### src/rtl/eth_phy_10g_rx_descrambler.sv
// rtl/eth_phy_10g_rx_descrambler.sv - 10GBASE-R RX self-synchronous descrambler with sync-header check and BER monitor
module eth_phy_10g_rx_descrambler #(
  parameter int BER_WINDOW = 19531,
  parameter int BER_THRESH = 16
) (
  input  logic        clk,
  input  logic        reset,
  input  logic [63:0] data_in,
  input  logic [1:0]  hdr_in,
  input  logic        aligned_in,
  output logic [63:0] data_out,
  output logic [1:0]  hdr_out,
  output logic        data_valid,
  output logic        hdr_err,
  output logic        hi_ber,
  output logic [5:0]  ber_count
);

  localparam int TW = (BER_WINDOW > 1) ? $clog2(BER_WINDOW) : 1;

  typedef enum logic [1:0] {
    UNLOCKED = 2'd0,
    PRIME    = 2'd1,
    RUN      = 2'd2
  } state_t;

  state_t        state_q, state_d;
  logic [57:0]   scr_q, scr_d;
  logic [TW-1:0] timer_q, timer_d;
  logic [5:0]    ber_count_q, ber_count_d;
  logic          hi_ber_q, hi_ber_d;
  logic [63:0]   data_out_q, data_out_d;
  logic [1:0]    hdr_out_q, hdr_out_d;
  logic          data_valid_q, data_valid_d;
  logic          hdr_err_q, hdr_err_d;

  logic [121:0]  c;
  logic [63:0]   descr;
  logic          hdr_bad;
  logic          wrap;
  logic [5:0]    ber_count_inc;
  logic          over_thresh;

  // Sync headers 01/10 are legal; 00/11 are errors.
  assign hdr_bad       = (hdr_in == 2'b00) || (hdr_in == 2'b11);
  // Last cycle of the BER window; the window restarts at 0 next cycle.
  assign wrap          = (timer_q == TW'(BER_WINDOW - 1));
  // Error count including this cycle's block, saturating at 63.
  assign ber_count_inc = (hdr_bad && (ber_count_q != 6'd63)) ? ber_count_q + 6'd1 : ber_count_q;
  assign over_thresh   = (ber_count_inc >= 6'(BER_THRESH));

  // Descramble x^58 + x^39 + 1 over the 58 history bits plus the new payload.
  always_comb begin
    c = {data_in, scr_q};
    descr = '0;
    for (int i = 0; i < 64; i++) begin
      descr[i] = c[i + 58] ^ c[i + 19] ^ c[i];
    end
  end

  // Lock FSM: the first locked block only primes the descrambler history.
  always_comb begin
    state_d = state_q;
    if (!aligned_in) begin
      state_d = UNLOCKED;
    end else begin
      case (state_q)
        UNLOCKED: state_d = PRIME;
        PRIME:    state_d = RUN;
        RUN:      state_d = RUN;
        default:  state_d = UNLOCKED;
      endcase
    end
  end

  // Datapath and BER monitor next values; everything clears while unlocked.
  always_comb begin
    scr_d        = scr_q;
    data_out_d   = data_out_q;
    hdr_out_d    = hdr_out_q;
    data_valid_d = 1'b0;
    hdr_err_d    = 1'b0;
    timer_d      = '0;
    ber_count_d  = '0;
    hi_ber_d     = 1'b0;
    if (aligned_in) begin
      scr_d        = data_in[63:6];
      data_out_d   = descr;
      hdr_out_d    = hdr_in;
      data_valid_d = (state_q != UNLOCKED);
      hdr_err_d    = hdr_bad;
      if (wrap) begin
        // Window closes: hi_ber follows this window's total, counting restarts.
        timer_d     = '0;
        ber_count_d = '0;
        hi_ber_d    = over_thresh;
      end else begin
        timer_d     = timer_q + TW'(1);
        ber_count_d = ber_count_inc;
        hi_ber_d    = hi_ber_q | over_thresh;
      end
    end
  end

  // State and output registers with synchronous active-low reset.
  always_ff @(posedge clk) begin
    if (!reset) begin
      state_q      <= UNLOCKED;
      scr_q        <= '0;
      timer_q      <= '0;
      ber_count_q  <= '0;
      hi_ber_q     <= 1'b0;
      data_out_q   <= '0;
      hdr_out_q    <= '0;
      data_valid_q <= 1'b0;
      hdr_err_q    <= 1'b0;
    end else begin
      state_q      <= state_d;
      scr_q        <= scr_d;
      timer_q      <= timer_d;
      ber_count_q  <= ber_count_d;
      hi_ber_q     <= hi_ber_d;
      data_out_q   <= data_out_d;
      hdr_out_q    <= hdr_out_d;
      data_valid_q <= data_valid_d;
      hdr_err_q    <= hdr_err_d;
    end
  end

  assign data_out   = data_out_q;
  assign hdr_out    = hdr_out_q;
  assign data_valid = data_valid_q;
  assign hdr_err    = hdr_err_q;
  assign hi_ber     = hi_ber_q;
  assign ber_count  = ber_count_q;

endmodule

### config.mk
export PLATFORM = sky130hd
export DESIGN_NAME = eth_phy_10g_rx_descrambler
export DESIGN_NICKNAME = d
export VERILOG_FILES = /design/src/rtl/eth_phy_10g_rx_descrambler.sv
export SDC_FILE = /design/constraint.sdc
export NUM_CORES = 1
export LEC_CHECK = 0
export BUFFER_PORTS_ARGS = -buffer_cell sky130_fd_sc_hd__buf_2
export CORE_MARGIN = 1
export CORE_UTILIZATION = 47
export DETAILED_ROUTE_END_ITERATION = 10
export PLACE_DENSITY = 0.77
export SLEW_MARGIN = 30
export SYNTH_ARGS = -nofsm -noshare
export SYNTH_HDL_FRONTEND = slang
export SYNTH_SLANG_ARGS = --single-unit
### constraint.sdc
create_clock -name clk -period 1.5 [get_ports clk]
set_clock_uncertainty 0.2 [all_clocks]
set_input_delay 0.15 -clock clk [delete_from_list [all_inputs] [get_ports clk]]
set_output_delay 0.15 -clock clk [all_outputs]
set_load 0.01 [all_outputs]
### Word level (Yosys, flattened, before mapping)

Index checks and enable logic that the tools add are counted.

| cells by class | value |
|---|---|
| add/sub/neg operators | 2 |
| order comparisons | 1 |
| equality and inequality tests | 5 |
| mux-type cells | 3 |
| bitwise logic cells | 131 |
| reductions and logical operators | 8 |

Operators with widths:

| kind | count |
|---|---|
| 1-bit bitwise XOR | 128 |
| 15-bit by 1-bit adder with 15-bit output (second input constant) | 1 |
| 15-bit == test (second input constant) | 1 |
| 6-bit by 1-bit adder with 6-bit output (second input constant) | 1 |
| 6-bit by 5-bit >= comparator with 1-bit output (second input constant) | 1 |
| 6-bit two-way mux | 1 |
| 6-bit inequality test (second input constant) | 1 |
| 2-bit == test (second input constant) | 2 |
| 2-bit logical NOT | 2 |
| 2-bit one-hot mux with 2 select lines | 1 |
| 3-bit OR reduction | 1 |
| 2-bit by 1-bit == test with 1-bit output (second input constant) | 1 |
| 1-bit inverter | 2 |
| 2-bit AND reduction | 1 |
| 2-bit nonzero test | 1 |
| 2-bit OR reduction | 1 |
| 1-bit logical AND | 1 |
| 1-bit logical OR | 1 |
| 1-bit two-way mux | 1 |
| 1-bit OR | 1 |

| storage, ports and cells | value |
|---|---|
| register bits after elaboration | 150 |
| bits of input ports | 69 |
| output and inout port bits | 75 |
| logic and storage cells | 159 |

### Longest topological paths before layout

Gate-level depths: netlist (run 1).

| depth | value |
|---|---|
| depth after elaboration | 7 |
| gate-level depth with buffers | 7 |
| depth with buffers taken out | 6 |

### Worst setup path before layout (run 1)

OpenSTA, ideal clock, no wires.

| timing path | value |
|---|---|
| path type | register to register |
| from | reg ber_count_q[0] (netlist: ber_count[0]) |
| to | reg (tool-made name) |
| setup time | 114 ps |
| data arrival time | 1276 ps |
| data required time | 1186 ps |
| setup slack | -91 ps |
| cell stages (with the launch flop) | 6 |
| path buffers | 0 |
| clock period less this slack | 1591 ps |
| cells stage by stage | dfxtp_1 > ha_1 > nand3_1 > o21ai_1 > mux2i_1 > nor2_1 |

RTL lines:

| what | line | RTL |
|---|---|---|
| from (decl) | 30 | `logic [5:0] ber_count_q, ber_count_d;` |
| from (signal assigned) | 121 | `ber_count_q <= ber_count_d;` |

### Worst setup path in the final report (run 1)

| timing path | value |
|---|---|
| from | reg timer_q[0] |
| to | reg timer_q[14] |

| on the way | value |
|---|---|
| longest elaborated chain between the ends | 2 |
| elaborated cells between the ends (all ways) | 3 |
| those cells by class | add/sub: 1; eq/ne: 1; reduce/logical: 1 |

Ends and longest elaborated chain:

| what | line | RTL |
|---|---|---|
| from (decl) | 29 | `logic [TW-1:0] timer_q, timer_d;` |
| from (signal assigned) | 120 | `timer_q <= timer_d;` |
| branches (longest 2 deep; another with 15-bit by 1-bit adder with 15-bit output) | - |  |

Parallel ways; which one is timed is not known.
A chain may end at the register's enable or synchronous reset.

==> summary.md, run 1 <==
| Metric | Value |
|---|---|
| # IOs | `144` |
| RSZ-0062 raised after global routing | `yes` |
| Failing checks | `negative hold slack, negative setup slack` |
| Final worst slack | `-23.2 ps` |
| Maximum clock insertion buffer count | `2` |
| Reg area | `3020 um^2` |
| Die area | `15,300 um^2` |
| Dpl cells | `979` |
| Finished Layout Cells | `1,077` |
| Power Dens Cells | `1090 nW/um^2` |
| Distinct cell type count after synthesis | `32` |
| Die Wd | `124 um` |
| Final-report setup violation count | `9` |
| Final hold slack | `-0.753 ps` |
| First-pass GRT wire length | `25,100 um` |
| WL/cell | `15.4 um` |
| FF+latch count, synth | `150` |
| Worst VDD drop | `0.826 mV` |
| Commonest cells after routing, fill and taps aside | `dfxtp_1, buf_2, xnor2_1` |
| Routed vias/inst | `4.78` |
| CTS tree | `built` |
| Max Cap Viol | `0` |
| Input/output buffers | `143` |
| CTS sink count | `150` |
| Fill cell count | `1,091` |
| Initial Util | `0.480` |
| Nets | `954` |
| Via Count | `5,145` |
| Largest net degree at the start of global routing | `127` |
| Worst slack, placed | `-47.2 ps` |
| Worst-path maximum fanout | `5` |
| Total power | `10.4 mW` |
| Required @ worst endpoint | `1610 ps` |
| LEAKAGE | `4.07 nW` |
| Worst-margin pin slew | `452 ps` |
| Antenna viol nets, final | `0` |
| Layout cells sized above 1 | `0.277` |
| Achievable Freq | `657 MHz` |
| H-tree Lvls | `4` |
| Tmin final | `1520 ps` |
| Mapped Cells | `656` |
| Worst Hold Class | `primary input to register` |
| Clock latency on the worst-skew pair | `420 ps` |
| Antenna violations before repair | `0` |
| Initial DRC count | `196` |
| Global route total overflow | `0` |
| Drt first pass iters | `4` |
| CP startpoint kind | `register` |
| Status | `complete, but fails checks` |
| Setup TNS | `-114 ps` |
| Combined area of the multi-input logic cells | `3980 um^2` |
| # rows | `44` |
| Mean Syn Cell Area | `10.6 um^2` |
| CTS clk-pin slew, worst paths | `60 ps` |
| Tcrit/Tclk final | `1.02` |
| Warnings from Yosys | `0` |
| Post-Synthesis Cell Area | `6940 um^2` |
| Number of global-route vias before repair | `4,905` |
| CP Cell Sequence | `buf_4 > ha_4 > and4_4 > nand4_1 > xor2_1 > nor2_1` |
| Final GP Congestion | `0.820` |
| CP max stage cell | `dfxtp_2` |
| Max-slew headroom | `0.699` |
| CP Capture Type | `register` |
| Arrival time at the worst endpoint | `1640 ps` |
| Hold Fails Final Rpt | `1` |
| GRT Total Usage | `0.221` |
| Syn Nets | `730` |
| WL final | `16,600 um` |
| Setup CP Type | `register to register` |
| Drt drc | `0` |
| Clock Tree Root | `clkbuf_16` |
| Final Slew Violations | `0` |
| CP peak stage delay | `350 ps` |
| HPWL Detailed | `10,900 um` |
| Core area | `14,500 um^2` |
| CTS buffer count | `17` |
| Area Overhead vs Synth | `37.2%` |
| Post-synthesis sequential area ratio | `0.433` |
| Die Ht | `124 um` |
| N_diodes | `0` |
sequential cells by signal (all words and copies together), names as in the netlist, named ones only:
name and count:
ber_count 3, data_out 64, data_valid 1, hdr_err 1, hdr_out 2, hi_ber 1, scr_q 58, state_q 2
timer_q 15
routing by layer:
| layer | global-route usage | wire, um | vias to the layer above |
|---|---|---|---|
| met5 | 0 | 0 | - |
| met4 | 0.0798 | 257 | 0 |
| met3 | 0.0687 | 700 | 18 |
| met2 | 0.369 | 8300 | 105 |
| met1 | 0.267 | 7320 | 2412 |
| li1 | - | - | 2610 |
power by group:
group / leakage (nW) / internal (mW) / switching (mW)
clock: 0.268 / 2.48 / 1.69
sequential: 1.24 / 4.26 / 0.189
combinational: 2.56 / 0.969 / 0.805
cells in the mapped netlist:
library cell    n  share of area
ha_1            5         0.0090
nand4_1         7         0.0063
o21ai_0         1        0.00072
buf_2          10         0.0072
and4_2          1         0.0014
nor3_1          5         0.0036
mux2i_1       126           0.18
dfxtp_1       150           0.43
nand3_2         1         0.0014
xor2_1          8          0.010
clkbuf_1       13         0.0070
nor2_2          2         0.0018
nor4_1          2         0.0018
and2_1          1        0.00090
and4_1          2         0.0025
nor2b_1       125           0.11
nor4b_1         2         0.0025
nand4_4         1         0.0031
nand3_1         5         0.0036
nand2_1         9         0.0049
a21o_1          1         0.0011
xnor2_2         1         0.0023
inv_1           4         0.0022
a41o_2          1         0.0016
buf_6           1         0.0016
o22ai_1         1        0.00090
xnor2_1       134           0.17
and3_1          4         0.0036
nor2_1         21          0.011
a21oi_1         3         0.0022
buf_4           8         0.0087
o21ai_1         1        0.00072
per-stage QoR:
step	area, um^2	hold slack, ps	util
6_report	9530	-0.753	0.658
5_1_grt	9530	5.41	0.658
4_1_cts	9340	-5.36	0.645
3_5_place_dp	8040	243	0.555
3_3_place_gp	8040	236	0.555
2_1_floorplan	6950	119	-
cells by family after synthesis:
logic type / after synthesis / share of synthesized area
adders and majority gates: 5 / 0.00901
buffers and inverters: 36 / 0.0267
DFF: 150 / 0.433
xor gates and xnor gates: 143 / 0.181
muxes: 126 / 0.182
and+or+nand+nor: 188 / 0.161
AOI/OAI and AO/OA: 8 / 0.00721
what timing repair did:
item | in CTS | in global routing
setup buffers | 1 | 2
setup endpoints to repair | 9 | 22
hold buffers | 62 | 0
gates cloned | 1 | 0
pin swaps | 5 | 12
hold endpoints to repair | 102 | 0
gates resized for setup | 16 | 38
final timing paths:
kind | startpoint | slack [ps] | depth (start not counted) | to
hold / removal | hdr_in[1] | -0.8 | 3 | hdr_err
hold reg to reg | hi_ber | 290 | 2 | hi_ber
setup reg to reg | timer_q[0] | -20 | 6 | timer_q[14]
setup / recovery | timer_q[0] | -20 | 6 | timer_q[14]
worst max-delay path: cells and delay by family (launching register included):
kind | cells | cell delay [ps]
simple gates | 3 | 420
flops | 1 | 350
xor+xnor | 1 | 180
fa+ha+maj | 1 | 140
buf+inv | 1 | 130
area by class of cell:
type                       instances  share of cell area
multi-input combinational        470               0.417
sequential                       150               0.317
timing repair buffer             237               0.180
clock buffer                      20              0.0469
tap                              184              0.0242
clock inverter                    12              0.0137
inverter                           4             0.00158
No activity file was read; power rests on OpenSTA's default activity.
==> run 2, diff against run 1 <==
--- a/config.mk
+++ b/config.mk
@@ -10,6 +10,7 @@
 export CORE_UTILIZATION = 47
 export DETAILED_ROUTE_END_ITERATION = 10
 export PLACE_DENSITY = 0.77
+export REMOVE_ABC_BUFFERS = 1
 export SLEW_MARGIN = 30
 export SYNTH_ARGS = -nofsm -noshare
 export SYNTH_HDL_FRONTEND = slang
==> run 2 against run 1 <==
  * The run still ends with negative hold slack, negative setup slack left
  * Utilization is 0.25 points lower
  * Combinational power hardly changed
  * Via count is 1.6% higher
  * Register-to-register slack worse by 20 ps
  * Global-route usage down 1.0 points
  * Clock power grew 6.5%
  * Sequential power hardly changed
  * Wire length down 2.3%
  * Hold slack got worse by 9.4 ps
  * Maximum frequency shrank 1.4%
  * Critical path type unchanged
  * Highest routed layer unchanged
==> summary.md, run 2 (same netlist as run 1, synthesis figures left out) <==
| Metric | Value |
|---|---|
| Final-report setup violation count | `6` |
| CTS tree | `built` |
| Required @ worst endpoint | `1620 ps` |
| Final Slew Violations | `0` |
| H-tree Lvls | `4` |
| Setup CP Type | `register to register` |
| Final worst slack | `-45.0 ps` |
| Routed vias/inst | `4.87` |
| CTS sink count | `150` |
| Max Cap Viol | `0` |
| Nets | `950` |
| Number of global-route vias before repair | `4,986` |
| Int Pwr | `7.96 mW` |
| Drt first pass iters | `4` |
| CP Capture Type | `register` |
| Die Ht | `124 um` |
| Clock Tree Root | `clkbuf_16` |
| CP startpoint kind | `register` |
| WL final | `16,200 um` |
| Final hold slack | `-10.2 ps` |
| Global route total overflow | `0` |
| Core area | `14,500 um^2` |
| Drt drc | `0` |
| Max reg flops | `64` |
| GRT Total Usage | `0.211` |
| Final GP Congestion | `0.793` |
| P_sw | `2.67 mW` |
| Input/output buffers | `143` |
| Largest net degree at the start of global routing | `127` |
| Commonest cells after routing, fill and taps aside | `buf_2, dfxtp_1, xnor2_1` |
| Worst-path maximum fanout | `5` |
| Area Overhead vs Synth | `36.7%` |
| Maximum clock insertion buffer count | `2` |
| Commonest non-fill, non-tap cell in the layout | `buf_2` |
| Die area | `15,300 um^2` |
| Arrival time at the worst endpoint | `1660 ps` |
| Reg area | `3020 um^2` |
| Setup TNS | `-89.2 ps` |
| # rows | `44` |
| LEAKAGE | `4.03 nW` |
| Achievable Freq | `647 MHz` |
| Worst-margin pin slew | `430 ps` |
| Antenna violations before repair | `0` |
| Clock latency on the worst-skew pair | `420 ps` |
| Combinational share of power | `0.164` |
| Total power | `10.6 mW` |
| Switching Share | `0.251` |
| Max-slew headroom | `0.713` |
| Tmin final | `1540 ps` |
| Worst Hold Class | `primary input to register` |
| Crit path max-delay family | `simple AND/OR/NAND/NOR gates` |
| CTS buffer count | `17` |
| WL/cell | `15.1 um` |
| Status | `complete, but fails checks` |
| First-pass GRT wire length | `24,500 um` |
| Post-CTS Setup Bufs | `0` |
| Layout cells sized above 1 | `0.277` |
| CP Cell Sequence | `buf_4 > nand2_1 > nor3_1 > xnor2_1 > nor2_2` |
| Initial Util | `0.480` |
| Worst VDD drop | `0.824 mV` |
| CP max stage cell | `dfxtp_2` |
| Clock network fraction of total power | `0.418` |
| # IOs | `144` |
| Antenna viol nets, final | `0` |
| Initial DRC count | `175` |
| Hold Fails Final Rpt | `1` |
| Tcrit/Tclk final | `1.03` |
| Failing checks | `negative hold slack, negative setup slack` |
| HPWL Detailed | `9930 um` |
| RSZ-0062 raised after global routing | `yes` |
| Die Wd | `124 um` |
| Reg power frac | `0.418` |
| Combined area of the multi-input logic cells | `3980 um^2` |
| CTS clk-pin slew, worst paths | `70 ps` |
| Power Dens Cells | `1120 nW/um^2` |
| CP peak stage delay | `340 ps` |
| Via Count | `5,229` |
| CP bufs+invs | `1` |
| Fill cell count | `1,116` |
-- run 2: cell type report --
type / count / share of cell area
Tap cell: 184 / 0.0243
Multi-Input combinational cell: 470 / 0.419
Inverter: 4 / 0.00158
Antenna cell: 1 / 0.000264
Timing Repair Buffer: 233 / 0.172
Sequential cell: 150 / 0.318
Clock buffer: 20 / 0.0492
Clock inverter: 11 / 0.0156
-- run 2: path summary, 6_finish.rpt --
path / startpoint / to / slack [ps] / cells after the start
hold reg to reg: hi_ber / hi_ber / 290 / 2
setup reg to reg: timer_q[0] / timer_q[9] / -40 / 5
setup / recovery: timer_q[0] / timer_q[9] / -40 / 5
hold / removal: hdr_in[1] / hdr_err / -10 / 3
-- run 2: metal layers --
metal  global-route usage  wire, um  vias to the layer above  share of wire
met5                    0         0                        -              0
met1                0.253      7120                     2453           0.44
met4               0.0783       356                        0          0.022
met2                0.348      7800                      140           0.48
met3               0.0715       922                       34          0.057
li1                     -         -                     2602              -
-- run 2: power by group through the flow --
stage / clock [mW] / combinational [mW] / sequential [mW]
global route: 4.69 / 1.91 / 4.48
finish: 4.44 / 1.74 / 4.44
detailed placement: 0 / 1.57 / 4.52
global placement: 0 / 1.55 / 4.52
CTS: 4.52 / 1.72 / 4.44
floorplan: 0 / 0.871 / 4.59
-- run 2: repair_timing --
| action | CTS | global route |
|---|---|---|
| gates resized for setup | 22 | 40 |
| endpoints found under the setup margin | 20 | 22 |
| endpoints found under the hold margin | 100 | 0 |
| cloned | 1 | 0 |
| pin swaps | 5 | 18 |
| hold buffers | 63 | 0 |
-- run 2: metrics by stage --
| stage | setup slack [ps] | area [um^2] | util | hold WS, ps | cells |
|---|---|---|---|---|---|
| after floorplan | -103 | 6770 | - | 78.2 | 624 |
| after detailed placement | -53.4 | 7960 | 0.550 | 245 | 977 |
| after CTS | -32.2 | 9320 | 0.644 | -25.7 | 1072 |
| final | -45.0 | 9490 | 0.656 | -10.2 | 1073 |
| after global placement | -13.8 | 7960 | 0.550 | 236 | 977 |
| after global routing | -95.5 | 9490 | 0.655 | 5.75 | 1072 |
-- run 2: tightest hold or removal path: cells and delay by family --
kind,cells,cell delay [ps]
simple gates,1,140
xor+xnor,1,130
buf+inv,1,140
